<file path="src/rtl/mem_port_arbiter_pkg.sv">
// Shared definitions for the fetch/data memory port arbiter:
// the arbiter state encoding and the default bus-wait timeout.
package mem_port_arbiter_pkg;

    localparam int TIMEOUT_CYC_DEFAULT = 16;
    localparam int TIMER_W             = 8;

    typedef enum logic [1:0] {
        IDLE,
        DM_ACC,
        IF_ACC,
        RESP
    } arb_state_e;

endpackage

</file>
<file path="src/rtl/mem_port_arbiter_timer.sv">
// Bus wait timer: counts cycles the arbiter spends waiting on the bus and
// flags the cycle in which the LIMIT-th unanswered wait cycle occurs.
module bus_wait_timer
    import mem_port_arbiter_pkg::*;
#(
    parameter int LIMIT = TIMEOUT_CYC_DEFAULT
) (
    input  logic clk_i,
    input  logic reset_i,
    input  logic clear_i,
    input  logic enable_i,
    output logic expired_o
);

    logic [TIMER_W-1:0] count_q;
    logic [TIMER_W-1:0] count_d;

    always_comb begin
        count_d = count_q;
        if (clear_i) begin
            count_d = '0;
        end else if (enable_i) begin
            count_d = count_q + 1'b1;
        end
    end

    always_ff @(posedge clk_i or negedge reset_i) begin
        if (!reset_i) begin
            count_q <= '0;
        end else begin
            count_q <= count_d;
        end
    end

    // Expiry is qualified by enable so a cycle with bus_ready_i never aborts.
    assign expired_o = enable_i && (count_q == TIMER_W'(LIMIT - 1));

endmodule

</file>
<file path="src/rtl/mem_port_arbiter.sv">
// Shares one single-port memory between the fetch stage and the memory
// stage: data has priority, but fetch is guaranteed the grant after a data access.
module mem_port_arbiter
    import mem_port_arbiter_pkg::*;
#(
    parameter int TIMEOUT_CYC = TIMEOUT_CYC_DEFAULT,
    parameter int XLEN        = 32
) (
    input  logic            clk_i,
    input  logic            reset_i,
    input  logic            if_req_i,
    input  logic [XLEN-1:0] if_addr_i,
    output logic [XLEN-1:0] if_rdata_o,
    output logic            if_valid_o,
    input  logic            dm_read_i,
    input  logic            dm_write_i,
    input  logic [XLEN-1:0] dm_addr_i,
    input  logic [XLEN-1:0] dm_wdata_i,
    output logic [XLEN-1:0] dm_rdata_o,
    output logic            dm_valid_o,
    output logic            stall_o,
    output logic            bus_req_o,
    output logic            bus_we_o,
    output logic [XLEN-1:0] bus_addr_o,
    output logic [XLEN-1:0] bus_wdata_o,
    input  logic            bus_ready_i,
    input  logic [XLEN-1:0] bus_rdata_i,
    output logic            err_o
);

    arb_state_e      state_q;
    logic            bus_req_q;
    logic            bus_we_q;
    logic            if_valid_q;
    logic            dm_valid_q;
    logic            err_q;
    logic            fetch_next_q;
    logic [XLEN-1:0] addr_q;
    logic [XLEN-1:0] wdata_q;
    logic [XLEN-1:0] rdata_q;

    logic dm_req;
    logic in_access;
    logic timed_out;

    assign dm_req    = dm_read_i | dm_write_i;
    assign in_access = (state_q == DM_ACC) || (state_q == IF_ACC);

    bus_wait_timer #(
        .LIMIT(TIMEOUT_CYC)
    ) u_wait_timer (
        .clk_i    (clk_i),
        .reset_i  (reset_i),
        .clear_i  (!in_access),
        .enable_i (in_access && !bus_ready_i),
        .expired_o(timed_out)
    );

    always_ff @(posedge clk_i or negedge reset_i) begin
        if (!reset_i) begin
            state_q      <= IDLE;
            bus_req_q    <= 1'b0;
            bus_we_q     <= 1'b0;
            if_valid_q   <= 1'b0;
            dm_valid_q   <= 1'b0;
            err_q        <= 1'b0;
            fetch_next_q <= 1'b0;
            addr_q       <= '0;
            wdata_q      <= '0;
            rdata_q      <= '0;
        end else begin
            if_valid_q <= 1'b0;
            dm_valid_q <= 1'b0;
            unique case (state_q)
                IDLE: begin
                    fetch_next_q <= 1'b0;
                    // A pending fairness flag lets fetch jump ahead of a new data request.
                    if (if_req_i && (fetch_next_q || !dm_req)) begin
                        addr_q    <= if_addr_i;
                        bus_we_q  <= 1'b0;
                        bus_req_q <= 1'b1;
                        state_q   <= IF_ACC;
                    end else if (dm_req) begin
                        addr_q    <= dm_addr_i;
                        wdata_q   <= dm_wdata_i;
                        bus_we_q  <= dm_write_i;
                        bus_req_q <= 1'b1;
                        state_q   <= DM_ACC;
                    end
                end
                DM_ACC, IF_ACC: begin
                    if (bus_ready_i || timed_out) begin
                        rdata_q   <= bus_ready_i ? bus_rdata_i : '0;
                        bus_req_q <= 1'b0;
                        bus_we_q  <= 1'b0;
                        state_q   <= RESP;
                        if (!bus_ready_i) begin
                            err_q <= 1'b1;
                        end
                        if (state_q == DM_ACC) begin
                            dm_valid_q   <= 1'b1;
                            fetch_next_q <= if_req_i;
                        end else begin
                            if_valid_q <= 1'b1;
                        end
                    end
                end
                RESP: begin
                    state_q <= IDLE;
                end
                default: begin
                    state_q <= IDLE;
                end
            endcase
        end
    end

    assign if_rdata_o  = rdata_q;
    assign dm_rdata_o  = rdata_q;
    assign if_valid_o  = if_valid_q;
    assign dm_valid_o  = dm_valid_q;
    assign bus_req_o   = bus_req_q;
    assign bus_we_o    = bus_we_q;
    assign bus_addr_o  = addr_q;
    assign bus_wdata_o = wdata_q;
    assign err_o       = err_q;

    // Stall is combinational on the requests and is forced low while in reset.
    assign stall_o = reset_i &&
                     ((if_req_i && !if_valid_q) || (dm_req && !dm_valid_q));

endmodule
</file>
<file path="config.mk">
export PLATFORM = sky130hd
export DESIGN_NAME = mem_port_arbiter
export DESIGN_NICKNAME = d
export VERILOG_FILES = /design/src/rtl/mem_port_arbiter_pkg.sv /design/src/rtl/mem_port_arbiter_timer.sv /design/src/rtl/mem_port_arbiter.sv
export SDC_FILE = /design/constraint.sdc
export NUM_CORES = 1
export LEC_CHECK = 0
export ABC_AREA = 1
export CORE_MARGIN = 3
export CORE_UTILIZATION = 40
export CTS_BUF_LIST = sky130_fd_sc_hd__clkbuf_16
export CTS_CLUSTER_DIAMETER = 100
export DETAILED_ROUTE_END_ITERATION = 10
export HOLD_SLACK_MARGIN = 0.03
export PLACE_DENSITY = 0.81
export SYNTH_ARGS = -nofsm -noshare
export SYNTH_HDL_FRONTEND = slang
export SYNTH_SLANG_ARGS = --single-unit
export TNS_END_PERCENT = 100
</file>
<file path="constraint.sdc">
create_clock -name clk_i -period 1.9 [get_ports clk_i]
set_input_delay 0.38 -clock clk_i [delete_from_list [all_inputs] [get_ports clk_i]]
set_output_delay 0.38 -clock clk_i [all_outputs]
set_load 0.005 [all_outputs]
</file>
# Word-level counts from Yosys, hierarchy flattened

Index checks and enable logic that the tools add are counted.

Muxes and demuxes: 25
Eq/ne operators: 8
Add/subtract/negate cells: 1
Reduce and logical (&&, ||, !) cells: 25
Bitwise logic cells: 3

Operators with widths:

| kind                                                             | count |
|---|---|
| 32-bit two-way mux                                               | 3 |
| 8-bit two-way mux                                                | 2 |
| 1-bit two-way mux                                                | 13 |
| 3-bit AND reduction                                              | 4 |
| 8-bit by 1-bit adder with 8-bit output (second input constant)   | 1 |
| 8-bit by 4-bit == test with 1-bit output (second input constant) | 1 |
| 1-bit logical AND                                                | 6 |
| 2-bit two-way mux                                                | 3 |
| 1-bit one-hot mux with 2 select lines                            | 3 |
| 2-bit one-hot mux with 3 select lines                            | 1 |
| 2-bit AND reduction                                              | 3 |
| 2-bit == test (second input constant)                            | 2 |
| 1-bit zero test                                                  | 4 |
| 1-bit logical OR                                                 | 4 |
| 2-bit != test (second input constant)                            | 2 |
| 2-bit nonzero test                                               | 2 |
| 3-bit != test (second input constant)                            | 1 |
| 2-bit by 1-bit == test with 1-bit output (second input constant) | 1 |
| 2-bit zero test                                                  | 1 |
| 2-bit by 1-bit != test with 1-bit output (second input constant) | 1 |
| 1-bit NOT                                                        | 2 |
| 2-bit OR reduction                                               | 1 |
| 1-bit OR                                                         | 1 |

Word-level logic and storage cells: 73
Output and inout bits: 134
Register bits after elaboration: 112
Bits of input ports: 134

# Depth between registers and ports, before layout

Word-level depth: 7
Mapped depth: 8
Gate-level depth less buffers: 8

# Hierarchy

Synthesis repeated with hierarchy kept, for this count alone.

Cells, all modules: 702
Area, all modules: 5474.0 um2

Modules (own cells, without submodules):

| module           | area each (um2) | instances | seq. area each (um2) | cells each |
|---|---|---|---|---|
| mem_port_arbiter | 5044.8          | 1         | 2602.5               | 646 |
| bus_wait_timer   | 429.2           | 1         | 200.2                | 56 |

# Least setup slack after synthesis

No wires, ideal clock.

Kind: flip-flop to flip-flop
Start point: register state_q[0]
End point: register u_wait_timer.count_q[7]
Arrival time: 1326 ps
Data required time: 1782 ps
Stages on the path, launching flop included: 8
Library setup time: 118 ps
Setup slack: 456 ps
Path buffers: 1
Period minus slack after synthesis: 1444 ps
Cell sequence: dfrtp_1 > inv_1 > ha_1 > nand2_1 > clkinv_1 > clkbuf_1 > nand2_1 > nand2_1

Cells in the longest elaborated chain, start to end: 4
Elaborated cells between the ends (all ways): 6
Those cells by class: 3 x eq/ne; 1 x mux; 2 x reduce/logical

Ends and longest elaborated chain:

| what                                                                      | line                         | text |
|---|---|---|
| from (decl)                                                               | mem_port_arbiter.sv:31       | `arb_state_e state_q;` |
| from (signal assigned)                                                    | mem_port_arbiter.sv:61       | `state_q <= IDLE;` |
| from (signal assigned)                                                    | mem_port_arbiter.sv:82       | `state_q <= IF_ACC;` |
| from (signal assigned)                                                    | mem_port_arbiter.sv:88       | `state_q <= DM_ACC;` |
| 2-bit by 1-bit == test with 1-bit output or 2-bit == test (tied branches) | mem_port_arbiter.sv:47       | `assign in_access = (state_q == DM_ACC) \|\| (state_q == IF_ACC);` |
| 1-bit logical OR (*)                                                      | mem_port_arbiter.sv:47       |  |
| 1-bit logical AND                                                         | mem_port_arbiter.sv:55       | `.enable_i (in_access && !bus_ready_i),` |
| 2-bit by 1-bit != test with 1-bit output (no line)                        | --                           |  |
| to (signal assigned)                                                      | mem_port_arbiter_timer.sv:31 | `count_q <= count_d;` |
| to (decl)                                                                 | mem_port_arbiter_timer.sv:15 | `logic [TIMER_W-1:0] count_q;` |

Every way passes the cells marked *; elsewhere a longest branch is shown, timed or not.
A chain may end at the register's enable or synchronous reset.

# Final worst setup path

Start point: input port if_req_i
End point: output port stall_o

Cells in the longest elaborated chain, start to end: 3

Ends and longest elaborated chain:

| what              | line                    | text |
|---|---|---|
| from (decl)       | mem_port_arbiter.sv:11  | `input logic if_req_i,` |
| 1-bit logical AND | mem_port_arbiter.sv:130 | `((if_req_i && !if_valid_q) \|\| (dm_req && !dm_valid_q));` |
| 1-bit logical OR  | mem_port_arbiter.sv:130 |  |
| 1-bit logical AND | mem_port_arbiter.sv:129 | `assign stall_o = reset_i &&` |
| to (decl)         | mem_port_arbiter.sv:21  | `output logic stall_o,` |

No other way between the ends.

==> run_summary.xml <==
<?xml version="1.0" encoding="UTF-8"?>
<metrics>
  <group name="cells_and_area">
    <metric name="diodes" unit="">0</metric>
    <metric name="num-nets-final" unit="">975</metric>
    <metric name="final_core_util" unit="">0.663</metric>
    <metric name="finalInstanceArea" unit="mm²">0.00810</metric>
    <metric name="layout-drive-gt1-share" unit="">0.0523</metric>
    <metric name="area_delta_synth_final" unit="%">59.5</metric>
  </group>
  <group name="timing">
    <metric name="finalCriticalPeriod" unit="ns">1.82</metric>
    <metric name="rsz0062_at_grt" unit="">no</metric>
    <metric name="fmax" unit="MHz">549</metric>
    <metric name="worstMarginPinSlew" unit="ns">0.593</metric>
    <metric name="report.final.hold_viol_count" unit="">0</metric>
    <metric name="drv_slew" unit="">0</metric>
    <metric name="clock_skew" unit="ns">0.00776</metric>
    <metric name="post-route-period-util" unit="">0.959</metric>
    <metric name="max-slew-margin-rel" unit="">0.605</metric>
    <metric name="final_report_setup_violation_count" unit="">0</metric>
    <metric name="timing.setup.tns" unit="ns">0</metric>
  </group>
  <group name="cts">
    <metric name="tritoncts_clock_tree" unit="">built</metric>
    <metric name="clk_transition_reported_paths" unit="ns">0.08</metric>
    <metric name="clk_latency" unit="ns">0.34</metric>
    <metric name="clkSinkCount" unit="">112</metric>
    <metric name="hold_buffers" unit="">0</metric>
    <metric name="cts_inserted_buffers" unit="">9</metric>
    <metric name="max-clock-path-buffers" unit="">2</metric>
    <metric name="clock_tree.root_cell" unit="">clkbuf_16</metric>
    <metric name="htree_num_levels" unit="">3</metric>
    <metric name="cts_setup_buffers" unit="">0</metric>
  </group>
  <group name="yosys">
    <metric name="syn-mean-instance-area" unit="µm²">8.38</metric>
    <metric name="synthAdderAreaFrac" unit="">0.00986</metric>
    <metric name="ys_seq_area_frac" unit="">0.552</metric>
    <metric name="share_of_the_synthesized_area_in_compound_gates_ao_oa_aoi_oai" unit="">0.0616</metric>
    <metric name="async_set_or_reset_register_ratio_after_synthesis" unit="">1.00</metric>
    <metric name="synth.ff_latch_count" unit="">112</metric>
    <metric name="yosys.area.top_type" unit="">dfrtp_1</metric>
    <metric name="yosys_most_used_dff" unit="">dfrtp_1</metric>
    <metric name="yosysMostFrequentCell" unit="">nand2_1</metric>
    <metric name="synth-edff-count" unit="">0</metric>
    <metric name="post_synthesis_cells" unit="">606</metric>
    <metric name="post_synth_instance_area" unit="mm²">0.00508</metric>
    <metric name="synth_top_cell_area_share" unit="">0.552</metric>
    <metric name="synth-warning-count" unit="">0</metric>
    <metric name="synth-simple-area-share" unit="">0.287</metric>
    <metric name="synth_top_family_by_area" unit="">simple AND/OR/NAND/NOR gates</metric>
    <metric name="synth_cell_types" unit="">25</metric>
    <metric name="synth_commonest_cells" unit="">nand2_1, dfrtp_1, nand3_1</metric>
    <metric name="muxShareOfSynthArea" unit="">0</metric>
    <metric name="post_synth_xor_area_fraction" unit="">0</metric>
    <metric name="postSynthNetCount" unit="">744</metric>
    <metric name="netlist_top_cells_area" unit="">dfrtp_1, nand2_1, nand3_1</metric>
  </group>
  <group name="hold_path">
    <metric name="min-delay-path-class" unit="">primary input to asynchronous set/reset pin</metric>
  </group>
  <group name="power_and_ir_drop">
    <metric name="ir_worst_vdd" unit="mV">0.713</metric>
    <metric name="power_per_cell_area" unit="mW/mm²">1540</metric>
    <metric name="p_leak" unit="nW">3.72</metric>
    <metric name="post_layout_power" unit="W">0.0125</metric>
  </group>
  <group name="route">
    <metric name="via_count" unit="">4913</metric>
    <metric name="drt_iter0_drc" unit="">382</metric>
    <metric name="drt_drc_violations_left" unit="">0</metric>
    <metric name="detail_route.vias_per_cell" unit="">4.86</metric>
    <metric name="drtPass1Iterations" unit="">5</metric>
    <metric name="wl_per_cell" unit="µm">15.0</metric>
    <metric name="ant_nets" unit="">0</metric>
    <metric name="postRouteWirelength" unit="µm">15200</metric>
  </group>
  <group name="global_routing">
    <metric name="grt_start_max_net_pins" unit="">113</metric>
    <metric name="antenna_found_initial" unit="">0</metric>
    <metric name="number_of_global_route_vias_before_repair" unit="">4852</metric>
    <metric name="globalRoute.totalOverflow" unit="">0</metric>
    <metric name="grt_first_pass_wirelength" unit="µm">24400</metric>
    <metric name="grt.total_usage" unit="">0.213</metric>
  </group>
  <group name="place">
    <metric name="dp_hpwl" unit="µm">11200</metric>
    <metric name="gpl.final_weighted_congestion" unit="">0.825</metric>
    <metric name="postPlaceCellArea" unit="mm²">0.00778</metric>
    <metric name="placement.io_buffers" unit="">267</metric>
  </group>
  <group name="floorplan">
    <metric name="io_pins" unit="">268</metric>
    <metric name="initial_utilization" unit="">0.416</metric>
    <metric name="die_area" unit="mm²">0.0141</metric>
    <metric name="row_cnt" unit="">40</metric>
    <metric name="fp.dieW" unit="µm">119</metric>
    <metric name="die_height" unit="µm">119</metric>
    <metric name="core_area" unit="mm²">0.0122</metric>
  </group>
  <group name="critical_path">
    <metric name="timing.critical_path.from" unit="">if_req_i</metric>
    <metric name="cpMaxStageDelayCell" unit="">clkdlybuf4s50_1</metric>
    <metric name="worst_path_dominant_cell_family" unit="">buffers and inverters</metric>
    <metric name="crit_type" unit="">primary input to output pin</metric>
    <metric name="critPathLaunchType" unit="">primary input</metric>
    <metric name="required" unit="ns">1.52</metric>
    <metric name="rr_startpoint" unit="">state_q[0]</metric>
    <metric name="path_max_fanout" unit="">2</metric>
    <metric name="worst_ep_arrival_time" unit="ns">1.44</metric>
    <metric name="crit_chain" unit="">clkdlybuf4s50_1 &gt; inv_2 &gt; o22ai_2 &gt; and2_1 &gt; dlygate4sd2_1</metric>
    <metric name="setup.worst_path.end_class" unit="">output pin</metric>
    <metric name="path_buf_inv" unit="">3</metric>
    <metric name="slowest_delay" unit="ns">0.50</metric>
  </group>
  <group name="outcome">
    <metric name="run_status" unit="">finished, final reports clean</metric>
  </group>
  <group name="job">
    <metric name="maxCapViolCount" unit="">0</metric>
  </group>
</metrics>
==> state kept, by name (all words and copies together), names as in the netlist <==
signal / flops
u_wait_timer.count_q: 8
fetch_next_q: 1
bus_wdata_o: 32
dm_rdata_o: 32
err_o: 1
bus_addr_o: 32
state_q: 2
bus_we_o: 1
dm_valid_o: 1
bus_req_o: 1
if_valid_o: 1
==> cells in the final DEF, fill, tap and decap left out, drive strengths merged <==
| cell type | count |
|---|---|
| a21boi | 1 |
| a21oi | 5 |
| a31o | 1 |
| a31oi | 32 |
| and2 | 1 |
| buf | 19 |
| bufinv | 1 |
| clkbuf | 9 |
| clkdlybuf4s50 | 263 |
| clkinv | 2 |
| clkinvlp | 2 |
| dfrtp | 112 |
| dlygate4sd2 | 2 |
| dlymetal6s2s | 1 |
| ha | 4 |
| inv | 20 |
| nand2 | 232 |
| nand3 | 71 |
| nand4 | 5 |
| nor2 | 48 |
| nor3 | 1 |
| o21ai | 7 |
| o21bai | 1 |
| o22ai | 1 |
| or2 | 1 |
==> routing by layer <==
| layer | global-route usage | vias up | wire length (µm) |
|---|---|---|---|
| met5 | 0 | - | 0 |
| met1 | 0.256 | 2328 | 5990 |
| met2 | 0.378 | 178 | 7910 |
| met3 | 0.0426 | 25 | 827 |
| met4 | 0.0811 | 0 | 447 |
| li1 | - | 2382 | - |
==> final timing paths <==
path	to	slack, ns	depth (start not counted)
min reg2reg	bus_wdata_o[0]	0.47	2
min in group clk_i	bus_wdata_o[0]	0.47	2
max in group asynchronous	bus_wdata_o[14]	1.34	2
min	bus_addr_o[13]	0.09	2
max	stall_o	0.08	5
max reg2reg	state_q[1]	0.23	8
==> where the power goes <==
part           switching, W  internal (W)
sequential         0.000701       0.00349
clock              0.000877       0.00104
combinational       0.00279       0.00358
==> layout make-up <==
| cell class | instances | area, µm² |
|---|---|---|
| fill | 1019 | 4110 |
| timing repair buffer | 285 | 2880 |
| sequential | 112 | 2800 |
| multi-input combinational | 411 | 1840 |
| clock buffer | 9 | 225 |
| tap | 168 | 210 |
| clock inverter | 7 | 77.6 |
| inverter | 18 | 67.6 |
==> stage by stage <==
stage	setup slack [ns]	cells	hold WS, ns
5_1_grt	0.0271	1010	0.157
4_1_cts	0.0590	1010	0.146
3_3_place_gp	-0.257	994	0.455
6_report	0.0776	1010	0.0932
3_5_place_dp	-0.230	994	0.458
2_1_floorplan	0.456	606	0.0844
==> cell families (layout without fill, tap and decap cells) <==
family                   count (synthesis)  in the layout
AND/OR/NAND/NOR                        359            359
buffers and inverters                   83            319
flip-flops                             112            112
adder cells (fa/ha/maj)                  4              4
AO/OA/AOI/OAI                           48             48
==> repair_timing <==
item,4_1_cts,5_1_grt
pin swaps,0,1
gates resized for setup,4,3
endpoints found under the setup margin,1,6
Note: power is estimated with default switching activity, not from simulation.
